## src/rtl/multi_countdown_timer_pkg.sv

```systemverilog
// multi_countdown_timer_pkg
// Shared types and constants for the multi-channel countdown timer.
//   state_t        : per-channel FSM state (IDLE, RUN, DONE)
//   MODE_REPEAT    : one_shot value selecting free-running repeat mode
//   MODE_ONE_SHOT  : one_shot value selecting single-pulse mode
//   psw_bits()     : width of the prescaler exponent field for a given
//                    prescaler counter width
package multi_countdown_timer_pkg;

  typedef enum logic [1:0] {
    IDLE = 2'd0,
    RUN  = 2'd1,
    DONE = 2'd2
  } state_t;

  localparam logic MODE_REPEAT   = 1'b0;
  localparam logic MODE_ONE_SHOT = 1'b1;

  // Exponent field wide enough to select 0..prescaler_width-1; never zero width.
  function automatic int psw_bits(input int prescaler_width);
    return (prescaler_width > 1) ? $clog2(prescaler_width) : 1;
  endfunction

endpackage

```

## src/rtl/countdown_channel.sv

```systemverilog
// countdown_channel
// One independent timer channel: emits a 1-cycle pulse every
// (duration + 2) << prescaler clocks, in repeat or one-shot mode.
// Ports:
//   clk, rst_n      : clock, asynchronous active-low reset
//   en              : level-sensitive enable; low forces IDLE on the next edge
//   one_shot        : mode, sampled only when the channel starts
//   prescaler       : prescaler exponent, sampled at start and at reload edges
//   duration        : duration, sampled at start and at reload edges
//   request_data    : combinational, high in the last cycle of a repeat period
//   pulse_out       : registered 1-cycle pulse at period end
//   busy            : registered, channel is counting
//   done            : registered, one-shot period has completed
module countdown_channel
  import multi_countdown_timer_pkg::*;
#(
  parameter int PRESCALER_WIDTH = 16,
  parameter int TIMER_WIDTH     = 8,
  parameter int PSW             = psw_bits(PRESCALER_WIDTH)
) (
  input  logic                   clk,
  input  logic                   rst_n,
  input  logic                   en,
  input  logic                   one_shot,
  input  logic [PSW-1:0]         prescaler,
  input  logic [TIMER_WIDTH-1:0] duration,
  output logic                   request_data,
  output logic                   pulse_out,
  output logic                   busy,
  output logic                   done
);

  localparam logic [PRESCALER_WIDTH:0] PRESC_ONE = {{PRESCALER_WIDTH{1'b0}}, 1'b1};
  localparam logic [TIMER_WIDTH:0]     DUR_ONE   = {{TIMER_WIDTH{1'b0}}, 1'b1};
  localparam logic [PRESCALER_WIDTH:0] PRESC_ZERO = '0;
  localparam logic [TIMER_WIDTH:0]     DUR_ZERO   = '0;

  state_t                   state;
  logic                     mode;
  logic [PRESCALER_WIDTH:0] presc_cnt;
  logic [PRESCALER_WIDTH:0] presc_max;
  logic [TIMER_WIDTH:0]     dur_cnt;
  logic [TIMER_WIDTH:0]     dur_max;
  logic                     presc_wrap;
  logic                     period_end;

  // Prescaler counts 0 .. 2^exp - 1, so one prescaler lap is 2^exp clocks.
  function automatic logic [PRESCALER_WIDTH:0] presc_limit(input logic [PSW-1:0] exp_val);
    return (PRESC_ONE << exp_val) - PRESC_ONE;
  endfunction

  // Duration counts 0 .. duration + 1 laps, giving (duration + 2) laps per period.
  function automatic logic [TIMER_WIDTH:0] dur_limit(input logic [TIMER_WIDTH-1:0] dur_val);
    return {1'b0, dur_val} + DUR_ONE;
  endfunction

  // The counters hold the number of clocks elapsed since the period began;
  // they reach their limits together exactly one cycle before the pulse edge,
  // which is also the cycle in which the next period's settings are requested.
  assign presc_wrap   = (presc_cnt == presc_max);
  assign period_end   = presc_wrap && (dur_cnt == dur_max);
  assign request_data = en && (state == RUN) && (mode == MODE_REPEAT) && period_end;

  // Channel FSM, counters and registered outputs. A low enable overrides
  // everything, including a coinciding period end.
  always_ff @(posedge clk or negedge rst_n) begin
    if (!rst_n) begin
      state     <= IDLE;
      mode      <= MODE_REPEAT;
      presc_cnt <= PRESC_ZERO;
      presc_max <= PRESC_ZERO;
      dur_cnt   <= DUR_ZERO;
      dur_max   <= DUR_ZERO;
      pulse_out <= 1'b0;
      busy      <= 1'b0;
      done      <= 1'b0;
    end else begin
      pulse_out <= 1'b0;
      if (!en) begin
        state     <= IDLE;
        presc_cnt <= PRESC_ZERO;
        dur_cnt   <= DUR_ZERO;
        busy      <= 1'b0;
        done      <= 1'b0;
      end else begin
        case (state)
          IDLE: begin
            mode      <= one_shot;
            presc_max <= presc_limit(prescaler);
            dur_max   <= dur_limit(duration);
            presc_cnt <= PRESC_ZERO;
            dur_cnt   <= DUR_ZERO;
            busy      <= 1'b1;
            state     <= RUN;
          end
          RUN: begin
            if (period_end) begin
              pulse_out <= 1'b1;
              presc_cnt <= PRESC_ZERO;
              dur_cnt   <= DUR_ZERO;
              if (mode == MODE_ONE_SHOT) begin
                busy  <= 1'b0;
                done  <= 1'b1;
                state <= DONE;
              end else begin
                presc_max <= presc_limit(prescaler);
                dur_max   <= dur_limit(duration);
              end
            end else if (presc_wrap) begin
              presc_cnt <= PRESC_ZERO;
              dur_cnt   <= dur_cnt + DUR_ONE;
            end else begin
              presc_cnt <= presc_cnt + PRESC_ONE;
            end
          end
          DONE: begin
            state <= DONE;
          end
          default: begin
            state <= IDLE;
            busy  <= 1'b0;
            done  <= 1'b0;
          end
        endcase
      end
    end
  end

endmodule

```

## src/rtl/multi_countdown_timer.sv

```systemverilog
// multi_countdown_timer
// NUM_CHANNELS independent countdown timers sharing only clock and reset.
// Ports:
//   clk           : system clock
//   sys_rst_n     : asynchronous active-low reset (released synchronously upstream)
//   en            : per-channel enable
//   one_shot      : per-channel mode (0 repeat, 1 one-shot)
//   prescaler     : flattened exponents, channel i at [i*PSW +: PSW]
//   duration      : flattened durations, channel i at [i*TIMER_WIDTH +: TIMER_WIDTH]
//   request_data  : per-channel reload request (combinational)
//   pulse_out     : per-channel period-end pulse
//   busy          : per-channel running status
//   done          : per-channel one-shot finished status
module multi_countdown_timer
  import multi_countdown_timer_pkg::*;
#(
  parameter  int NUM_CHANNELS    = 2,
  parameter  int PRESCALER_WIDTH = 16,
  parameter  int TIMER_WIDTH     = 8,
  localparam int PSW             = psw_bits(PRESCALER_WIDTH)
) (
  input  logic                              clk,
  input  logic                              sys_rst_n,
  input  logic [NUM_CHANNELS-1:0]           en,
  input  logic [NUM_CHANNELS-1:0]           one_shot,
  input  logic [NUM_CHANNELS*PSW-1:0]       prescaler,
  input  logic [NUM_CHANNELS*TIMER_WIDTH-1:0] duration,
  output logic [NUM_CHANNELS-1:0]           request_data,
  output logic [NUM_CHANNELS-1:0]           pulse_out,
  output logic [NUM_CHANNELS-1:0]           busy,
  output logic [NUM_CHANNELS-1:0]           done
);

  // One channel per stream; each takes its own slice of the flattened buses.
  for (genvar i = 0; i < NUM_CHANNELS; i++) begin : g_ch
    countdown_channel #(
      .PRESCALER_WIDTH(PRESCALER_WIDTH),
      .TIMER_WIDTH    (TIMER_WIDTH),
      .PSW            (PSW)
    ) u_channel (
      .clk         (clk),
      .rst_n       (sys_rst_n),
      .en          (en[i]),
      .one_shot    (one_shot[i]),
      .prescaler   (prescaler[i*PSW +: PSW]),
      .duration    (duration[i*TIMER_WIDTH +: TIMER_WIDTH]),
      .request_data(request_data[i]),
      .pulse_out   (pulse_out[i]),
      .busy        (busy[i]),
      .done        (done[i])
    );
  end

endmodule

```

## config.mk

```make
export PLATFORM = sky130hd
export DESIGN_NAME = multi_countdown_timer
export DESIGN_NICKNAME = d
export VERILOG_FILES = /design/src/rtl/multi_countdown_timer_pkg.sv /design/src/rtl/countdown_channel.sv /design/src/rtl/multi_countdown_timer.sv
export SDC_FILE = /design/constraint.sdc
export NUM_CORES = 1
export LEC_CHECK = 0
export ABC_CLOCK_PERIOD_IN_PS = 3200
export CORE_MARGIN = 2
export CORE_UTILIZATION = 40
export DETAILED_ROUTE_END_ITERATION = 7
export SYNTH_ARGS = -nofsm -noshare
export SYNTH_HDL_FRONTEND = slang
export SYNTH_HIERARCHICAL = 1
export SYNTH_SLANG_ARGS = --single-unit
```

## constraint.sdc

```tcl
create_clock -name clk -period 3.2 [get_ports clk]
set_input_delay 0.64 -clock clk [delete_from_list [all_inputs] [get_ports clk]]
set_output_delay 0.64 -clock clk [all_outputs]
set_load 0.01 [all_outputs]
```

== Yosys cells after proc, flatten, opt, wreduce, memory -nomap -nowiden ==
Cells that the tools add are included.

* Bits in registers: 116
* Input port bits: 30

* Add/subtract/negate cells: 8
* Eq/ne operators: 24
* Shifts and indexed selects: 2
* Mux-type cells: 58
* Bitwise operators: 2
* Reduce and logical (&&, ||, !) cells: 26

{| class="wikitable"
|+ Operators by type and width
! operator !! count
|-
| $mux 17 || 10
|-
| $pmux 17 s2 || 4
|-
| $mux 9 || 10
|-
| $pmux 9 s2 || 4
|-
| $add 17x1->17 const B || 2
|-
| $eq 17x17->1 || 2
|-
| $shl 1x4->17 const A || 2
|-
| $sub 17x1->17 const B || 2
|-
| $add 8x1->9 const B || 2
|-
| $add 9x1->9 const B || 2
|-
| $eq 9x9->1 || 2
|-
| $mux 1 || 18
|-
| $mux 2 || 6
|-
| $ne 2x2->1 const B || 6
|-
| $ne 3x2->1 const B || 4
|-
| $pmux 2 s3 || 2
|-
| $reduce_and 2->1 || 6
|-
| $reduce_and 3->1 || 4
|-
| $logic_and 1x1->1 || 8
|-
| $ne 4x2->1 const B || 2
|-
| $reduce_and 4->1 || 2
|-
| $ne 3x1->1 const B || 2
|-
| $pmux 1 s3 || 2
|-
| $eq 2x1->1 const B || 2
|-
| 7 further kinds || 14
|}

== Longest topological paths before layout ==
* Depth in word-level cells: 5
* Gate-level depth with buffers: 9
* Depth with buffers taken out: 8

== By module ==
Netlist, hierarchy kept.

{| class="wikitable"
|+ By module, submodules not included
! module !! instances !! cells an instance !! area an instance (µm²) !! seq. area each (µm²)
|-
| countdown_channel at g_ch[0].u_channel || 1 || 336 || 3,414.5 || 1,451.4
|-
| countdown_channel at g_ch[1].u_channel || 1 || 360 || 3,305.7 || 1,451.4
|}

== Worst setup path before layout ==
Ideal clock, no wire load.

* Path type: reg-to-reg
* From: reg g_ch[1].u_channel.presc_cnt[2]
* To: reg g_ch[1].u_channel.presc_max[16]
* Library setup time: 0.125 ns
* Arrival time: 2.315 ns
* Path slack: 0.760 ns
* Cell stages (with the launch flop): 7
* Path buffers: 1
* Clock period less this slack: 2.440 ns
* Path through: dfrtp_1 xnor2_1 nand4_1 or4_4 o41ai_4 buf_6 mux2_4

* Cells in the longest elaborated chain, start to end: 4

{| class="wikitable"
|+ RTL lines
! item !! RTL line !! RTL
|-
| from (decl) || countdown_channel.sv:40 || <nowiki>logic [PRESCALER_WIDTH:0] presc_cnt;</nowiki>
|-
| from (signal assigned) || countdown_channel.sv:113 || <nowiki>presc_cnt <= presc_cnt + PRESC_ONE;</nowiki>
|-
| $eq 17x17->1 || countdown_channel.sv:60 || <nowiki>assign presc_wrap = (presc_cnt == presc_max);</nowiki>
|-
| $logic_and 1x1->1 || countdown_channel.sv:61 || <nowiki>assign period_end = presc_wrap && (dur_cnt == dur_max);</nowiki>
|-
| $ne 2x1->1 (no line) || - ||
|-
| $reduce_and 4->1 (no line) || - ||
|-
| to (signal assigned) || countdown_channel.sv:89 || <nowiki>presc_max <= presc_limit(prescaler);</nowiki>
|-
| to (signal assigned) || countdown_channel.sv:106 || <nowiki>presc_max <= presc_limit(prescaler);</nowiki>
|-
| to (decl) || countdown_channel.sv:41 || <nowiki>logic [PRESCALER_WIDTH:0] presc_max;</nowiki>
|}

Every way passes these cells.
A chain may end at the register's enable or synchronous reset.

== Worst setup path after layout ==
* From: reg g_ch[1].u_channel.presc_cnt[2]
* To: out request_data[1]

* Cells in the longest elaborated chain, start to end: 3

{| class="wikitable"
|+ RTL lines
! item !! RTL line !! RTL
|-
| $eq 17x17->1 || countdown_channel.sv:60 ||
|-
| $logic_and 1x1->1 || countdown_channel.sv:61 ||
|-
| $logic_and 1x1->1 || countdown_channel.sv:62 || <nowiki>assign request_data = en && (state == RUN) && (mode == MODE_REPEAT) && period_end;</nowiki>
|-
| to (decl) || multi_countdown_timer.sv:28 || <nowiki>output logic [NUM_CHANNELS-1:0] request_data,</nowiki>
|}

Every way passes these cells.

==> flow_summary.json <==
{
  "run_status": "finished, final reports clean",
  "ir_drop_mv": 0.455,
  "dieWidth_um": 134,
  "clock_root_buffer": "sky130_fd_sc_hd__clkbuf_16",
  "worst_slew_pin_slew_ns": 0.769,
  "fin_ws_ns": 0.185,
  "filler_cell_count": 1510,
  "skew_ns": 0.0154,
  "number_of_antenna_violations_at_the_first_check_in_global_routing": 0,
  "synth_edf_count": 0,
  "min-delay-path-class": "primary input to async pin",
  "postSynthAreaPerCell_um2": 9.66,
  "rsz0062_at_grt": "no",
  "clk_transition_reported_paths_ns": 0.06,
  "p_per_area_nw_per_um2": 738,
  "worstSetupStartpointType": "register",
  "timing.critical_path.required_ns": 2.56,
  "grt_util_met2": 0.275,
  "grtUsageTotal": 0.170,
  "cts_hold_repair.buffers": 0,
  "yosys-top-cells-area": "sky130_fd_sc_hd__dfrtp_1 43%, sky130_fd_sc_hd__xnor2_1 6.4%, sky130_fd_sc_hd__xor2_1 5.2%",
  "detail-route-antenna-nets": 0,
  "dp_slack_ns": 0.289,
  "synthesis.area_um2": 6720,
  "min_period_ns": 3.02,
  "synth-seq-area-share": 0.432,
  "tritoncts_clock_tree": "built",
  "drt_wl_total_mm": 14.4,
  "rows": 47,
  "postSynthCellCount": 696,
  "grt_max_degree": 68,
  "postSynth.asyncResetShare": 1.00,
  "syn_to_final_growth_pct": 18.6,
  "global_route.overflow_total": 0,
  "timing.setup.tns_ns": 0,
  "finalWeightedCongestion": 0.805,
  "drive_above_1_share": 0.122,
  "cts_buffers": 17,
  "timing.fmax_ghz": 0.332,
  "maximum_fanout_encountered_on_the_critical_timing_path": 5,
  "grt_first_pass_wirelength_mm": 24.3,
  "ys_dominant_reg_cell": "sky130_fd_sc_hd__dfrtp_1",
  "detail_route.vias_per_cell": 5.30,
  "wire_per_inst_um": 14.8,
  "synth.largest_area_cell": "sky130_fd_sc_hd__dfrtp_1",
  "routed-via-count": 5155,
  "top_level_ports": 38,
  "dieArea_um2": 17900,
  "firstDrtPassIters": 4,
  "static-leakage-power_nw": 3.36,
  "drv_slew": 0,
  "endpoint_kind": "output port",
  "grt_most_used_layer": "met2",
  "clock_tree.buffer_depth": 2,
  "final_period_util": 0.942,
  "max_cap_viol_count": 0,
  "syn-num-nets": 740,
  "clkSinkCount": 116,
  "cp_arrival_ns": 2.38,
  "number_of_failing_setup_endpoints_in_the_final_timing_report": 0,
  "h-tree-depth": 4,
  "post-layout-total-power_mw": 5.88,
  "reg2regPathDepth": 6,
  "groute.layer.met1.usage": 0.222,
  "number_of_global_route_vias_before_repair": 4988,
  "postSynthRegisterBits": 116,
  "initial_utilization": 0.407,
  "numPortBuffers": 37,
  "groute.layer.met3.usage": 0.0407,
  "dp.final_hpwl_mm": 10.3,
  "total_number_of_nets_in_the_final_design": 784,
  "drc_errors": 0,
  "synth_cell_types": 57,
  "post-synth-top-area-fraction": 0.432,
  "placeableCoreArea_um2": 16500,
  "relative_slew_margins": 0.486,
  "hold_viol_final": 0,
  "setup.worst_path.class": "register to output port",
  "clkLatencyLatePin_ns": 0.42,
  "detailed_router_s_first_iteration_violation_count": 359,
  "diodes": 0,
  "chipHeight_um": 134,
  "yosys_warnings": 6
}
## timing repair
action / CTS / global route
buffers inserted: 0 / 0
resized for setup: 2 / 1
setup endpoints to repair: 1 / 1
## registers in the layout, summed over array words and instances (netlist names), 4 cells and up
name / cells
g_ch.u_channel/presc_max: 34
g_ch.u_channel/dur_cnt: 18
g_ch.u_channel/state: 4
g_ch.u_channel/presc_cnt: 34
g_ch.u_channel/dur_max: 18
## cells in the mapped netlist (2+ instances only)
master	count
sky130_fd_sc_hd__a21o_1	6
sky130_fd_sc_hd__nor4_1	9
sky130_fd_sc_hd__clkbuf_1	18
sky130_fd_sc_hd__buf_2	3
sky130_fd_sc_hd__buf_1	4
sky130_fd_sc_hd__mux2_4	15
sky130_fd_sc_hd__o21ai_0	26
sky130_fd_sc_hd__o22ai_1	3
sky130_fd_sc_hd__nand4_1	23
sky130_fd_sc_hd__o2bb2ai_1	3
sky130_fd_sc_hd__mux2i_1	16
sky130_fd_sc_hd__mux2_2	15
sky130_fd_sc_hd__nand2b_1	6
sky130_fd_sc_hd__nor3_1	19
sky130_fd_sc_hd__a21oi_1	47
sky130_fd_sc_hd__a22oi_1	2
sky130_fd_sc_hd__inv_1	24
sky130_fd_sc_hd__buf_6	7
sky130_fd_sc_hd__xnor2_1	49
sky130_fd_sc_hd__nor4b_1	2
sky130_fd_sc_hd__dfrtp_1	116
sky130_fd_sc_hd__or2_2	2
sky130_fd_sc_hd__nor2_1	62
sky130_fd_sc_hd__or3_1	11
sky130_fd_sc_hd__ha_1	14
sky130_fd_sc_hd__o31ai_1	5
sky130_fd_sc_hd__a31oi_1	11
sky130_fd_sc_hd__nor3_4	2
sky130_fd_sc_hd__xor2_1	40
sky130_fd_sc_hd__and2_1	7
sky130_fd_sc_hd__and3_1	11
sky130_fd_sc_hd__or4_1	2
sky130_fd_sc_hd__nand2_1	52
sky130_fd_sc_hd__nor2b_1	3
sky130_fd_sc_hd__nand3_1	36
sky130_fd_sc_hd__nand3b_1	4
## cells in the final DEF (no fill, tap or decap), types with 14 or more instances in the layout
| cell | count |
|---|---|
| sky130_fd_sc_hd__clkbuf_16 | 17 |
| sky130_fd_sc_hd__xnor2_1 | 49 |
| sky130_fd_sc_hd__dfrtp_1 | 116 |
| sky130_fd_sc_hd__buf_4 | 20 |
| sky130_fd_sc_hd__o21ai_0 | 26 |
| sky130_fd_sc_hd__nor3_1 | 19 |
| sky130_fd_sc_hd__mux2_4 | 15 |
| sky130_fd_sc_hd__a21oi_1 | 47 |
| sky130_fd_sc_hd__inv_1 | 24 |
| sky130_fd_sc_hd__nand3_1 | 36 |
| sky130_fd_sc_hd__mux2i_1 | 16 |
| sky130_fd_sc_hd__nor2_1 | 62 |
| sky130_fd_sc_hd__clkdlybuf4s50_1 | 34 |
| sky130_fd_sc_hd__ha_1 | 14 |
| sky130_fd_sc_hd__xor2_1 | 40 |
| sky130_fd_sc_hd__nand4_1 | 23 |
| sky130_fd_sc_hd__mux2_2 | 15 |
| sky130_fd_sc_hd__nand2_1 | 52 |
## routing by layer
layer / share of wire / vias to the layer above
met2: 0.49 / 95
met3: 0.028 / 20
met5: 0 / -
met4: 0.014 / 0
li1: - / 2533
met1: 0.47 / 2507
## stage by stage
step                 util  cells  hold slack [ns]  area (µm²)
floorplan               -    696            0.344        6720
global placement    0.445    941            0.485        7350
detailed placement  0.445    941            0.488        7350
CTS                 0.482    973            0.280        7970
global route        0.482    973            0.313        7970
finish              0.482    973            0.247        7970
## worst max-delay path, stage by stage, from the launching register on
cell and delay, ns:
sky130_fd_sc_hd__dfrtp_1 0.44, sky130_fd_sc_hd__xnor2_1 0.20, sky130_fd_sc_hd__nand4_1 0.17, sky130_fd_sc_hd__or4_4 0.61
sky130_fd_sc_hd__nor4_2 0.23, sky130_fd_sc_hd__dlygate4sd2_1 0.29
## logic make-up after synthesis
logic type / share of synthesized area
AOI/OAI and AO/OA: 0.103
xor gates and xnor gates: 0.116
adders and majority gates: 0.0261
buffers and inverters: 0.0426
DFF: 0.432
muxes: 0.0825
and+or+nand+nor: 0.198
## power breakdown
group	total, mW	internal, mW	switching, mW
Combinational	1.76	0.872	0.886
Clock	1.96	1.30	0.655
Sequential	2.17	1.84	0.331
Total	5.88	4.01	1.87
## worst paths after layout
check / startpoint / endpoint / slack [ns]
min in group clk: g_ch[0].u_channel/done / g_ch[0].u_channel/done / 0.50
worst max-delay path: g_ch[1].u_channel/presc_cnt[2] / request_data[1] / 0.18
worst min register to register: g_ch[0].u_channel/done / g_ch[0].u_channel/done / 0.50
worst max register to register: g_ch[1].u_channel/presc_cnt[2] / g_ch[1].u_channel/dur_max[1] / 0.31
max in group asynchronous: sys_rst_n / g_ch[0].u_channel/presc_cnt[6] / 2.16
worst min-delay path: sys_rst_n / g_ch[1].u_channel/presc_cnt[9] / 0.25
## cell type report
type / count / area (µm²) / area share
well taps: 220 / 275 / 0.0345
clock buffers: 23 / 488 / 0.0612
multi-input cells: 523 / 3540 / 0.444
clock inverters: 9 / 125 / 0.0157
repair buffers: 58 / 552 / 0.0692
flip-flops and latches: 116 / 2900 / 0.364
inverters: 24 / 90.1 / 0.0113
Power figures use the tool's default switching activity.
